[config.mk]
export PLATFORM = sky130hd
export DESIGN_NAME = jk_excitation_driver
export DESIGN_NICKNAME = d
export VERILOG_FILES = /design/src/rtl/jk_drv_pkg.sv /design/src/rtl/jk_excite.sv /design/src/rtl/jk_excitation_driver.sv
export SDC_FILE = /design/constraint.sdc
export NUM_CORES = 1
export LEC_CHECK = 0
export CORE_MARGIN = 2
export CORE_UTILIZATION = 55
export DETAILED_ROUTE_END_ITERATION = 10
export DONT_BUFFER_PORTS = 1
export PLACE_DENSITY = 0.75
export SETUP_SLACK_MARGIN = 0.02
export SYNTH_ARGS = -nofsm -noshare
export SYNTH_HDL_FRONTEND = slang
export SYNTH_SLANG_ARGS = --single-unit
[constraint.sdc]
create_clock -name clk -period 5.75 [get_ports clk]
set_clock_uncertainty 0.15 [all_clocks]
set_input_delay 1.15 -clock clk [delete_from_list [all_inputs] [get_ports clk]]
set_output_delay 1.15 -clock clk [all_outputs]
set_load 0.05 [all_outputs]
[src/rtl/jk_drv_pkg.sv]
// Shared types and the per-bit JK excitation table for the JK excitation driver.
// Pure declarations: no latency or backpressure of its own.
package jk_drv_pkg;

  typedef enum logic [2:0] {
    INIT   = 3'd0,
    IDLE   = 3'd1,
    DRIVE  = 3'd2,
    SETTLE = 3'd3,
    CHECK  = 3'd4
  } state_t;

  localparam int DC_HOLD   = 0;
  localparam int DC_TOGGLE = 1;

  localparam int ERR_CNT_W = 8;

  // Returns {j, k} moving one flip-flop from q to target. Don't-care inputs are
  // filled with 0 (hold-preferring) or with 1 (toggle-preferring).
  function automatic logic [1:0] excite_bit(input logic q, input logic t, input logic dc_toggle);
    logic [1:0] jk;
    case ({q, t})
      2'b01:   jk = dc_toggle ? 2'b11 : 2'b10;
      2'b10:   jk = dc_toggle ? 2'b11 : 2'b01;
      default: jk = 2'b00;
    endcase
    return jk;
  endfunction

endpackage

[src/rtl/jk_excite.sv]
// Combinational WIDTH-wide J/K excitation from current q and target value.
// Zero latency; no handshake.
module jk_excite
  import jk_drv_pkg::*;
#(
  parameter int WIDTH = 4
) (
  input  logic [WIDTH-1:0] q,
  input  logic [WIDTH-1:0] target,
  input  logic             dc_mode,
  output logic [WIDTH-1:0] j,
  output logic [WIDTH-1:0] k
);

  always_comb begin
    j = '0;
    k = '0;
    for (int i = 0; i < WIDTH; i++) begin
      {j[i], k[i]} = excite_bit(q[i], target[i], dc_mode);
    end
  end

endmodule

[src/rtl/jk_excitation_driver.sv]
// Handshaked J/K sequencer for a WIDTH-bit JK bank, confirming each transfer via q feedback with bounded retry.
// Accept to done is 3+SETTLE_CYCLES cycles, plus 2+SETTLE_CYCLES per retry; in_ready is low while a transfer is in flight.
module jk_excitation_driver
  import jk_drv_pkg::*;
#(
  parameter int WIDTH         = 4,
  parameter int SETTLE_CYCLES = 1,
  parameter int DC_MODE       = DC_HOLD,
  parameter int MAX_RETRY     = 2
) (
  input  logic                 clk,
  input  logic                 rst,
  input  logic                 in_valid,
  input  logic [WIDTH-1:0]     in_data,
  output logic                 in_ready,
  input  logic [WIDTH-1:0]     q_fb,
  output logic [WIDTH-1:0]     jk_j,
  output logic [WIDTH-1:0]     jk_k,
  output logic                 ff_rst,
  output logic                 done,
  output logic                 err,
  output logic [WIDTH-1:0]     mismatch,
  output logic [ERR_CNT_W-1:0] err_cnt
);

  localparam int          SCW        = (SETTLE_CYCLES > 1) ? $clog2(SETTLE_CYCLES) : 1;
  localparam logic [2:0]  RETRY_MAX  = 3'(MAX_RETRY);
  localparam logic        DC_TOGGLES = (DC_MODE == DC_TOGGLE);

  state_t                 state;
  state_t                 state_nxt;
  logic [WIDTH-1:0]       target_q;
  logic [SCW-1:0]         settle_cnt;
  logic [2:0]             retry_cnt;

  logic [WIDTH-1:0]       drive_target;
  logic [WIDTH-1:0]       exc_j;
  logic [WIDTH-1:0]       exc_k;
  logic [WIDTH-1:0]       diff_now;
  logic                   pass;
  logic                   exhausted;

  logic [WIDTH-1:0]       jk_j_nxt;
  logic [WIDTH-1:0]       jk_k_nxt;
  logic                   done_nxt;
  logic                   err_nxt;

  assign in_ready  = (state == IDLE);
  assign diff_now  = q_fb ^ target_q;
  assign pass      = (diff_now == '0);
  assign exhausted = (retry_cnt >= RETRY_MAX);

  // J/K are registered so they are valid throughout DRIVE. The bank holds while
  // J=K=0 (IDLE, CHECK), so q_fb one cycle ahead equals q_fb during DRIVE.
  assign drive_target = (state == IDLE) ? in_data : target_q;

  jk_excite #(
    .WIDTH (WIDTH)
  ) u_excite (
    .q       (q_fb),
    .target  (drive_target),
    .dc_mode (DC_TOGGLES),
    .j       (exc_j),
    .k       (exc_k)
  );

  always_ff @(posedge clk) begin
    if (rst) begin
      state <= INIT;
    end else begin
      state <= state_nxt;
    end
  end

  always_comb begin
    state_nxt = state;
    case (state)
      INIT:    state_nxt = IDLE;
      IDLE:    if (in_valid) state_nxt = DRIVE;
      DRIVE:   state_nxt = SETTLE;
      SETTLE:  if (settle_cnt == '0) state_nxt = CHECK;
      CHECK:   state_nxt = (!pass && !exhausted) ? DRIVE : IDLE;
      default: state_nxt = INIT;
    endcase
  end

  always_comb begin
    jk_j_nxt = '0;
    jk_k_nxt = '0;
    done_nxt = 1'b0;
    err_nxt  = 1'b0;
    if (state_nxt == DRIVE) begin
      jk_j_nxt = exc_j;
      jk_k_nxt = exc_k;
    end
    if (state == CHECK && (pass || exhausted)) begin
      done_nxt = 1'b1;
      err_nxt  = !pass;
    end
  end

  always_ff @(posedge clk) begin
    if (rst) begin
      target_q   <= '0;
      settle_cnt <= '0;
      retry_cnt  <= '0;
      jk_j       <= '0;
      jk_k       <= '0;
      ff_rst     <= 1'b1;
      done       <= 1'b0;
      err        <= 1'b0;
      mismatch   <= '0;
      err_cnt    <= '0;
    end else begin
      jk_j   <= jk_j_nxt;
      jk_k   <= jk_k_nxt;
      ff_rst <= (state_nxt == INIT);
      done   <= done_nxt;
      err    <= err_nxt;

      if (state == IDLE && in_valid) begin
        target_q <= in_data;
      end

      if (state == DRIVE) begin
        settle_cnt <= SCW'(SETTLE_CYCLES - 1);
      end else if (state == SETTLE && settle_cnt != '0) begin
        settle_cnt <= settle_cnt - 1'b1;
      end

      if (state == CHECK) begin
        mismatch <= diff_now;
        if (pass || exhausted) begin
          retry_cnt <= '0;
        end else begin
          retry_cnt <= retry_cnt + 3'd1;
        end
      end

      // Saturating count of transfers that ran out of retries.
      if (err_nxt && err_cnt != {ERR_CNT_W{1'b1}}) begin
        err_cnt <= err_cnt + 1'b1;
      end
    end
  end

endmodule
---- Word level (Yosys, flattened, before mapping) ----
Cells that the tools add are included.
Widths: inputs -> output; s select.
operators by class
  add/subtract/negate cells ............... 3
  magnitude comparators ................... 1
  equality and inequality tests ........... 14
  muxes and demuxes ....................... 12
  bitwise operators ....................... 2
  reduce and logical (&&, ||, !) cells .... 13
operators with widths
  kind                 number
  $pmux 2 s2           4
  $pmux 3 s5           1
  $eq 3x2->1 const B   3
  $mux 3               3
  $add 8x1->8 const B  1
  $eq 2x1->1 const B   4
  $eq 2x2->1 const B   4
  $ne 8x8->1 const B   1
  $logic_not 3->1      2
  $logic_and 1x1->1    5
  $logic_not 4->1      1
  $mux 4               1
  $reduce_or 2->1      2
  $xor 4x4->4          1
  $add 3x1->3 const B  1
  $eq 3x1->1 const B   1
  $eq 3x3->1 const B   1
  $ge 3x2->1 const B   1
  $logic_not 1->1      2
  $mux 1               2
  $mux 2               1
  $logic_or 1x1->1     1
  $not 1->1            1
  $sub 1x1->1 const B  1
storage, ports and cells
  bits in registers ....................... 34
  bits of input ports ..................... 11
  output and inout port bits .............. 24
  logic and storage cells ................. 56

---- Logic depth before layout (Yosys ltp) ----
Gate-level depths: netlist of run 1.
  depth in word-level cells ............... 9
  gate-level depth with buffers ........... 7
  depth with buffers taken out ............ 6

---- Cells and area by module ----
A second synthesis of run 1 with hierarchy kept.
unflattened totals
  cell total of the unflattened synthesis .. 193
  area, all modules ....................... 1682.9 µm²
by module, submodules not included
  module                instances  cells an instance  area each (µm²)  sequential area each (µm²)
  jk_excitation_driver  1          160                1471.4           680.7
  jk_excite             1          33                 211.5            0.0

---- Worst setup path after synthesis of run 1 ----
OpenSTA, ideal clock, no wires.
  path type ............................... reg-to-output
  start ................................... reg state[0]
  end ..................................... out in_ready
  arrival ................................. 1.335 ns
  data required time ...................... 4.450 ns
  slack ................................... 3.115 ns
  cell stages (with the launch flop) ...... 2
  buffers on the path ..................... 0
  cell sequence ........................... dfxtp_1 -> nor3b_2
on the way
  word-level cells in the longest chain between the ends .. 1
ends and longest elaborated chain
  what                    line                        RTL
  start, declared         jk_excitation_driver.sv:30  state_t state;
  start signal, assigned  jk_excitation_driver.sv:71  state <= state_nxt;
  $eq 3x1->1              jk_excitation_driver.sv:48  assign in_ready = (state == IDLE);
  end, declared           jk_excitation_driver.sv:15  output logic in_ready,
Every way passes these cells.

---- Worst setup path after layout of run 1 ----
Ends and elaborated chain as after synthesis.

==> results.md, run 1 <==
- Comb pwr share: 0.078
- Die area: 3240 um^2
- GRT Util Overall: 0.214
- Ranking of synthesized cells by area: dfxtp_1, mux2i_1, nor2_1, a21oi_1, nor4_1
- Later-pin clock latency in the skew report: 0.34 ns
- Site row count: 19
- Outcome: finished clean
- Worst-margin pin slew: 1.06 ns
- Core footprint: 2710 um^2
- Main flop type after synthesis: dfxtp_1
- Ratio of cells with drive above 1 in the final layout: 0.0932
- Via count: 1183
- Post-Route WL: 3.10 mm
- Vias in the first global route: 1165
- Crit-path max cell delay: 0.47 ns
- CTS tree: built
- Final hold viol count: 0
- Crit path capture type: output pin
- CTS sink count: 34
- Worst min path class: reg2reg
- Total CTS buffers: 5
- Antenna diodes: 0
- CTS Root Cell: clkbuf_4
- # IOs: 35
- Critical Path RT: 4.45 ns
- P_leak: 0.552 nW
- Dpl hpwl: 2.29 mm
- GRT overflow: 0
- Die W: 56.9 um
- Crit path max fanout: 7
- Sequential-to-total area share from yosys stat: 0.442
- Synth top cells by count: dfxtp_1, nor2_1, a21oi_1
- # port buffers: 0
- Most common cell in the netlist: dfxtp_1
- Top cell type's share of synthesized area: 0.442
- H-Tree Depth: 2
- Cells after Synth: 161
- Total negative slack: 0 ns
- Max Buffers Root-to-Sink: 2
- Nets: 174
- Unrepaired setup endpoints after global routing: no
- Yosys reg bits: 34
- Largest net degree at the start of global routing: 28
- WS Path Type: reg2out
- Synth unique cells: 46
- Initial Utilization: 0.568
- Area grow syn2layout: 6.83%
- Rel. slew slack: 0.294
- Sequential share of power: 0.484
- P_sw: 0.000115 W
- Max-slew violations: 0
- Initial antenna violation count: 0
- FFs w/ async S/R, synth: 0
- Routed len/inst: 16.2 um
- Reg clk slew, reported paths: 0.10 ns
- Buf/Inv on CP: 1
- Cell Pwr Density: 315 nW/um^2
- EDFF count, synth: 0
- Design Area, Final: 1640 um^2
- Fmax: 383 MHz
- Placed cell areas: 1530 um^2
- Minimum clock period: 2.61 ns
- CP cell instances: nor3b_2 > buf_4
- Pint: 0.000403 W
- Post-CTS Resized: 0
- CP max stage cell: dfxtp_1
- Area leader, netlist: dfxtp_1
- Syn Area/Cell: 9.56 um^2
- RD Place Congestion: 0.750
- Worst EP arrival: 1.31 ns
- First-pass GRT wire length: 5.29 mm
- Sw Ratio: 0.223
- Max IR drop VDD: 0.281 mV
- Worst Setup Start Kind: flop
- Cell area after synthesis: 1540 um^2
- # setup viols final: 0
- Max Cap Viol: 0
- Hold Buf Count CTS: 0
- Cell class contributing the biggest share of worst-path delay: flip-flops
- Vias per cell: 6.16
- DRC violations left: 0
- Die height: 56.9 um
- Syn nets: 175
- Clock network fraction of total power: 0.439
- Post-CTS Setup Bufs: 0
- Final Cycle Share: 0.454
- Ys Warns: 0
- Initial DRC count: 47
- Antenna Violating Nets Remaining: 0
- Drt first pass iters: 4
==> state kept, by name, summed over array words and instances, names as in the netlist, 3 cells and up <==
signal     count
err_cnt        8
jk_j           4
jk_k           4
mismatch       4
retry_cnt      3
state          3
target_q       4
==> worst register-to-register path, cell delays in order, from the launching register on <==
cell and delay, ns:
dfxtp_1 0.37, inv_1 0.07, ha_1 0.21, or3_1 0.42, a41oi_1 0.34, o22ai_2 0.23
nor4b_1 0.33
==> power groups by stage <==
stage	logic (W)	registers, W	clock network (W)
floorplan	0.0000377	0.000253	0
global placement	0.0000385	0.000256	0
detailed placement	0.0000403	0.000256	0
CTS	0.0000404	0.000251	0.000233
global route	0.0000442	0.000252	0.000243
finish	0.0000403	0.000251	0.000227
==> through the flow <==
step	total power, W	hold slack, ns	utilization	worst slack, ns	std cells
2_1_floorplan	0.000291	0.299	-	3.12	161
3_3_place_gp	0.000294	0.305	0.566	2.91	184
3_5_place_dp	0.000297	0.315	0.566	2.84	184
4_1_cts	0.000524	0.332	0.607	3.12	192
5_1_grt	0.000539	0.357	0.607	3.05	192
6_report	0.000519	0.329	0.607	3.14	192
==> path summary, 6_finish.rpt <==
kind,startpoint,to,slack (ns),cells past startpoint
hold / removal,retry_cnt[0],retry_cnt[0],0.33,2
hold reg to reg,retry_cnt[0],retry_cnt[0],0.33,2
setup / recovery,state[0],in_ready,3.14,2
setup reg to reg,retry_cnt[0],jk_j[3],3.55,6
==> cell type report <==
| cell class | count | area, um^2 |
|---|---|---|
| Tap cell | 31 | 38.8 |
| Clock inverter | 2 | 60.1 |
| Clock buffer | 6 | 51.3 |
| Inverter | 4 | 15.0 |
| Sequential cell | 34 | 681 |
| Fill cell | 242 | 1070 |
| Timing Repair Buffer | 1 | 7.51 |
| Multi-Input combinational cell | 114 | 791 |
==> placed cells by master, fill, tap and decap left out, types with 2 or more instances in the layout <==
cell type | netlist | layout
nand2_1 | 8 | 8
xnor2_1 | 4 | 4
nand4_1 | 2 | 2
clkbuf_4 | 0 | 5
inv_1 | 4 | 4
o31ai_1 | 3 | 3
nor3_1 | 2 | 2
nor3b_1 | 3 | 3
or4_1 | 3 | 3
or3b_1 | 2 | 2
dfxtp_1 | 34 | 34
a211oi_1 | 4 | 4
ha_1 | 3 | 3
mux2i_1 | 8 | 8
nor4b_1 | 4 | 4
nand3_1 | 5 | 5
o21ai_0 | 2 | 2
nor2_1 | 15 | 15
nor4_1 | 8 | 8
a21oi_1 | 10 | 10
bufinv_16 | 0 | 2
nand2b_1 | 3 | 3
or3_1 | 2 | 2
nor2b_1 | 4 | 4
==> metal layers <==
metal | wire length, um | GRT usage | vias up | part of all wire
li1 | - | - | 587 | -
met5 | 0 | 0 | - | 0
met1 | 1280 | 0.255 | 555 | 0.41
met3 | 269 | 0.101 | 2 | 0.087
met2 | 1520 | 0.342 | 39 | 0.49
met4 | 30 | 0.0664 | 0 | 0.0097
==> cell families after synthesis <==
logic type,after synthesis,share of synthesized area
XOR/XNOR,4,0.0228
multiplexers,9,0.0594
AND/OR/NAND/NOR,71,0.280
buffers and inverters,13,0.0439
flip-flops,34,0.442
adder cells (fa/ha/maj),3,0.0244
AO/OA/AOI/OAI,27,0.128
Note: power is estimated with default switching activity, not from simulation.
==> run 2, diff against run 1 <==
==> constraint.sdc (replaced) <==
create_clock -name clk -period 2.7 [get_ports clk]
set_clock_uncertainty 0.15 [all_clocks]
set_input_delay 0.54 -clock clk [delete_from_list [all_inputs] [get_ports clk]]
set_output_delay 0.54 -clock clk [all_outputs]
set_load 0.05 [all_outputs]
==> run 2 against run 1 <==
Global-route usage shrank 0.25 points. Routed wire length shrank 0.61%. Count of clock-buffer cells in the layout unchanged. Critical endpoint is now err_cnt[7]. Sequential share of layout area down 1.3 points. Highest routed layer unchanged. Via count grew 2.2%. Final area rose by 3.2%. Die area unchanged. Register-to-register slack worse by 3.0 ns. Non-clock buffer count is 7 higher. Final cell count grew 3.6%. Largest cell class unchanged.
==> results.md, run 2 (synthesis gave the netlist of run 1 again) <==
- Outcome: finished clean
- Footprint of the multi-input gates: 791 um^2 (unchanged)
- P_leak: 0.588 nW (+6.6%)
- Antenna Violating Nets Remaining: 0 (unchanged)
- Final Non-Filler Cells: 199 (+3.6%)
- Final worst slack: 0.562 ns (-2.58 ns)
- Largest Register: err_cnt
- Critical Path RT: 2.79 ns (-1.66 ns)
- Total negative slack: 0 ns (unchanged)
- Die W: 56.9 um (unchanged)
- Post-CTS Resized: 0 (unchanged)
- Hold Buf Count CTS: 0 (unchanged)
- Max-slew violations: 0 (unchanged)
- Antenna diodes: 0 (unchanged)
- Max reg flops: 8 (unchanged)
- Hold slack: 0.106 ns (-0.223 ns)
- # IOs: 35 (unchanged)
- Total CTS buffers: 5 (unchanged)
- R2R cell count: 5 (-1)
- Worst min path class: in2reg
- Worst-margin pin slew: 0.639 ns (-0.418 ns)
- FF-to-FF setup slack: 0.56 ns (-2.99 ns)
- Fmax: 468 MHz
- GRT overflow: 0 (unchanged)
- First-pass GRT wire length: 5.24 mm (-0.91%)
- Pre-CTS setup slack: 0.568 ns (-2.28 ns)
- Register cell area after layout: 681 um^2 (unchanged)
- Nets: 181 (+4.0%)
- Die height: 56.9 um (unchanged)
- Vias in the first global route: 1167 (+0.17%)
- Cell Pwr Density: 656 nW/um^2 (+110%)
- Max Buffers Root-to-Sink: 2 (unchanged)
- Commonest non-fill, non-tap cell in the layout: dfxtp_1
- Routed len/inst: 15.5 um (-4.1%)
- Fillers: 241 (-0.41%)
- Total power draw: 0.00111 W (+110%)
- Largest net degree at the start of global routing: 28 (unchanged)
- Worst Setup Start Kind: flop
- Most frequent cells in the layout: dfxtp_1, nor2_1, a21oi_1
- Reg-to-reg startpoint: err_cnt[0]
- Initial antenna violation count: 0 (unchanged)
- Ratio of cells with drive above 1 in the final layout: 0.131 (+0.0378)
- GRT Util Overall: 0.212 (-0.00246)
- Worst EP arrival: 2.23 ns (+0.92 ns)
- Area grow syn2layout: 10.2%
- Dpl hpwl: 2.21 mm (-3.8%)
- Crit path launch: err_cnt[0]
- CTS tree: built
- Final hold viol count: 0 (unchanged)
- Post-Route WL: 3.08 mm (-0.61%)
- Initial DRC count: 58 (+23%)
- DRC violations left: 0 (unchanged)
- CTS Root Cell: clkbuf_4
- Reg clk slew, reported paths: 0.11 ns (about the same)
- Max Cap Viol: 0 (unchanged)
- Crit path capture type: flop
- Core footprint: 2710 um^2 (unchanged)
- Placed Instances: 191 (+3.8%)
- Worst R2R End: err_cnt[7]
- # setup viols final: 0 (unchanged)
- Rel. slew slack: 0.573 (+0.280)
- Later-pin clock latency in the skew report: 0.34 ns (about the same)
- Critical Path End: err_cnt[7]
- Via count: 1209 (+2.2%)
- Max IR drop VDD: 0.487 mV (+73%)
- Initial Utilization: 0.568 (unchanged)
- # port buffers: 0 (unchanged)
- CTS sink count: 34 (unchanged)
- Vias per cell: 6.08 (-1.4%)
- Site row count: 19 (unchanged)
- RD Place Congestion: 0.791 (+5.5%)
- WS Path Type: reg2reg
- Final Cycle Share: 0.792
- H-Tree Depth: 2 (unchanged)
- Die area: 3240 um^2 (unchanged)
- Minimum clock period: 2.14 ns
- Unrepaired setup endpoints after global routing: no
- Crit path max fanout: 13 (+6)
- Post-CTS Setup Bufs: 0 (unchanged)
- Drt first pass iters: 4 (unchanged)
## run 2: cell count changes in the layout (fill, tap and decap cells not counted), sizes merged
cell and delta:
buf +7
## run 2: worst max-delay path, stage by stage, from the launching register on
cell      delay [ns]
dfxtp_1         0.71
ha_1            0.31
nand3_1         0.13
o211ai_4        0.36
nor4_1          0.10
mux2_2          0.28
## run 2: metrics by stage
step,utilization,area [um^2]
after global placement,0.585,1590
after detailed placement,0.585,1590
final,0.626,1700
after CTS,0.626,1700
after global routing,0.626,1700
after floorplan,-,1540
## run 2: area by class of cell
type                    count  share of cell area
clock buffers               6              0.0302
well taps                  31              0.0229
repair buffers              8              0.0354
clock inverters             2              0.0354
inverters                   4             0.00885
flip-flops and latches     34               0.401
multi-input cells         114               0.466
## run 2: how the worst min path moves through the flow
| stage | start | to | slack [ns] | depth (start not counted) |
|---|---|---|---|---|
| final | rst | mismatch[3] | 0.11 | 1 |
| after global routing | rst | state[2] | 0.07 | 1 |
| after CTS | rst | mismatch[3] | 0.09 | 1 |
| after detailed placement | retry_cnt[0] | retry_cnt[0] | 0.32 | 2 |
| after global placement | retry_cnt[0] | retry_cnt[0] | 0.30 | 2 |
| after floorplan | retry_cnt[0] | retry_cnt[0] | 0.30 | 2 |
## run 2: routing by layer
layer	GRT usage	up-vias	share of wire
li1	-	599	-
met1	0.266	573	0.46
met2	0.317	33	0.46
met3	0.0876	4	0.062
met4	0.0930	0	0.014
met5	0	-	0
## run 2: power by group
| group | total [W] | internal (W) | switching [W] |
|---|---|---|---|
| Sequential | 0.000533 | 0.000511 | 0.0000224 |
| Combinational | 0.0000902 | 0.0000383 | 0.0000519 |
| Clock | 0.000490 | 0.000314 | 0.000176 |
==> run 3, diff against run 2 <==
==> constraint.sdc (replaced) <==
create_clock -name clk -period 2.1 [get_ports clk]
set_clock_uncertainty 0.15 [all_clocks]
set_input_delay 0.42 -clock clk [delete_from_list [all_inputs] [get_ports clk]]
set_output_delay 0.42 -clock clk [all_outputs]
set_load 0.05 [all_outputs]
==> run 3 against run 2 <==
Via count increased by 8.2%. Largest cell class unchanged. Critical endpoint is now jk_j[2]. Register-to-register slack got worse by 0.47 ns. Critical path type unchanged. Final area increased by 8.0%. Sequential cell count unchanged. Critical path depth increased by 1.
==> results.md, run 3 (synthesis gave the netlist of run 1 again) <==
- Final hold viol count: 0 (unchanged)
- CTS sink count: 34 (unchanged)
- Die height: 56.9 um (unchanged)
- Total CTS buffers: 5 (unchanged)
- Area grow syn2layout: 19.1%
- CTS tree: built
- Vias per cell: 6.20 (+2.0%)
- Commonest non-fill, non-tap cell in the layout: dfxtp_1
- Max IR drop VDD: 0.569 mV (+17%)
- Post-Route WL: 3.61 mm (+17%)
- Placed Instances: 199 (+4.2%)
- Design Area, Final: 1830 um^2 (+8.0%)
- Initial antenna violation count: 0 (unchanged)
- H-Tree Depth: 2 (unchanged)
- P_leak: 0.636 nW (+8.1%)
- Minimum clock period: 2.01 ns (-0.127 ns)
- Most frequent cells in the layout: dfxtp_1, buf_4, nor2_1
- CTS Root Cell: clkbuf_4
- Buf/Inv on CP: 1 (+1)
- Worst EP arrival: 2.12 ns (-0.11 ns)
- Total negative slack: 0 ns (unchanged)
- Initial Utilization: 0.568 (unchanged)
- DRC violations left: 0 (unchanged)
- # IOs: 35 (unchanged)
- Crit path launch: retry_cnt[0]
- First-pass GRT wire length: 5.75 mm (+9.7%)
- Critical Path RT: 2.20 ns (-0.59 ns)
- Fmax: 497 MHz (+6.3%)
- Rel. slew slack: 0.447 (-0.127)
- Ratio of cells with drive above 1 in the final layout: 0.233 (+0.102)
- Crit path capture type: flop
- Core footprint: 2710 um^2 (unchanged)
- Max reg flops: 8 (unchanged)
- Worst R2R End: jk_j[2]
- Max Buffers Root-to-Sink: 2 (unchanged)
- Final Non-Filler Cells: 211 (+6.0%)
- Reg clk slew, reported paths: 0.12 ns (about the same)
- Outcome: finished clean
- Largest Register: err_cnt
- Dpl hpwl: 2.38 mm (+7.9%)
- Antenna diodes: 0 (unchanged)
- Crit-path max cell delay: 0.37 ns (-0.34 ns)
- Cell Pwr Density: 718 nW/um^2 (+9.4%)
- Later-pin clock latency in the skew report: 0.35 ns (about the same)
- WS Path Type: reg2reg
- Worst Setup Start Kind: flop
- Routed len/inst: 17.1 um (+10%)
- Vias in the first global route: 1307 (+12%)
- FF-to-FF setup slack: 0.09 ns (-0.47 ns)
- Drt first pass iters: 4 (unchanged)
- Die W: 56.9 um (unchanged)
- Crit path max fanout: 4 (-9)
- Worst min path class: in2reg
- R2R cell count: 6 (+1)
- Max-slew violations: 0 (unchanged)
- RD Place Congestion: 0.808 (+2.1%)
- Fillers: 213 (-12%)
- Largest net degree at the start of global routing: 24 (-14%)
- Cell class contributing the biggest share of worst-path delay: simple AND/OR/NAND/NOR gates
- GRT Util Overall: 0.231 (+0.0194)
- Final Cycle Share: 0.957 (+0.166)
- Placed cell areas: 1650 um^2 (+4.2%)
- Worst-margin pin slew: 0.827 ns (+0.188 ns)
- Reg-to-reg startpoint: retry_cnt[0]
- # port buffers: 0 (unchanged)
- Antenna Violating Nets Remaining: 0 (unchanged)
- Critical Path End: jk_j[2]
- CP max stage cell: or3_4
- # setup viols final: 0 (unchanged)
- Critical Path Stages: 6 (+1)
- Total power draw: 0.00132 W (+18%)
- CP cell instances: inv_1 > ha_1 > or3_4 > nor4b_4 > a22oi_2 > nor4b_1
- GRT overflow: 0 (unchanged)
- Via count: 1308 (+8.2%)
- Max Cap Viol: 0 (unchanged)
- Site row count: 19 (unchanged)
- Nets: 193 (+6.6%)
- Die area: 3240 um^2 (unchanged)
- Initial DRC count: 78 (+34%)
run 3: area by class of cell:
type                    count  area (um^2)  share of cell area
clock buffers               5         37.5              0.0205
multi-input cells         115          875               0.477
repair buffers             19          145              0.0792
inverters                   4         15.0             0.00819
clock inverters             3         40.0              0.0218
flip-flops and latches     34          682               0.372
well taps                  31         38.8              0.0212
run 3: what timing repair did:
action | in CTS | in global routing
buffers inserted | 1 | 1
gates cloned | 0 | 1
gates resized for setup | 0 | 12
hold buffers | 1 | 0
pin swaps | 1 | 4
setup endpoints to repair | 1 | 9
hold endpoints to repair | 23 | 0
run 3: routing by layer:
layer	vias up	GRT usage	part of all wire
met5	-	0	0
met4	0	0.0897	0.021
met3	9	0.101	0.065
met2	43	0.368	0.48
met1	633	0.273	0.43
li1	623	-	-
run 3: power breakdown:
group | internal, W | leakage (nW) | switching (W)
Sequential | 0.000657 | 0.276 | 0.0000304
Clock | 0.000247 | 0.0450 | 0.000230
Combinational | 0.0000618 | 0.315 | 0.0000901
run 3: worst min-delay path by stage:
stage                      start           end  cells past startpoint
finish                   q_fb[0]       jk_k[0]                      2
CTS                      q_fb[1]       jk_k[1]                      2
detailed placement  retry_cnt[0]  retry_cnt[0]                      2
floorplan           retry_cnt[0]  retry_cnt[0]                      2
global route             q_fb[0]       jk_k[0]                      2
global placement    retry_cnt[0]  retry_cnt[0]                      2
run 3: worst register-to-register path, delay by kind of cell, from the launching register on:
kind,cells,cell delay (ns)
AOI/OAI and AO/OA,1,0.16
adders and majority gates,1,0.20
buffers and inverters,1,0.06
DFF,1,0.36
and+or+nand+nor,3,1.01
run 3: metrics by stage:
stage          hold slack, ns  worst slack, ns   util
6_report               0.0303           0.0893  0.676
5_1_grt                0.0289          -0.0326  0.676
4_1_cts                0.0217           0.0306  0.645
3_5_place_dp            0.324           0.0912  0.609
3_3_place_gp            0.301            0.122  0.609
2_1_floorplan           0.299           0.0820      -
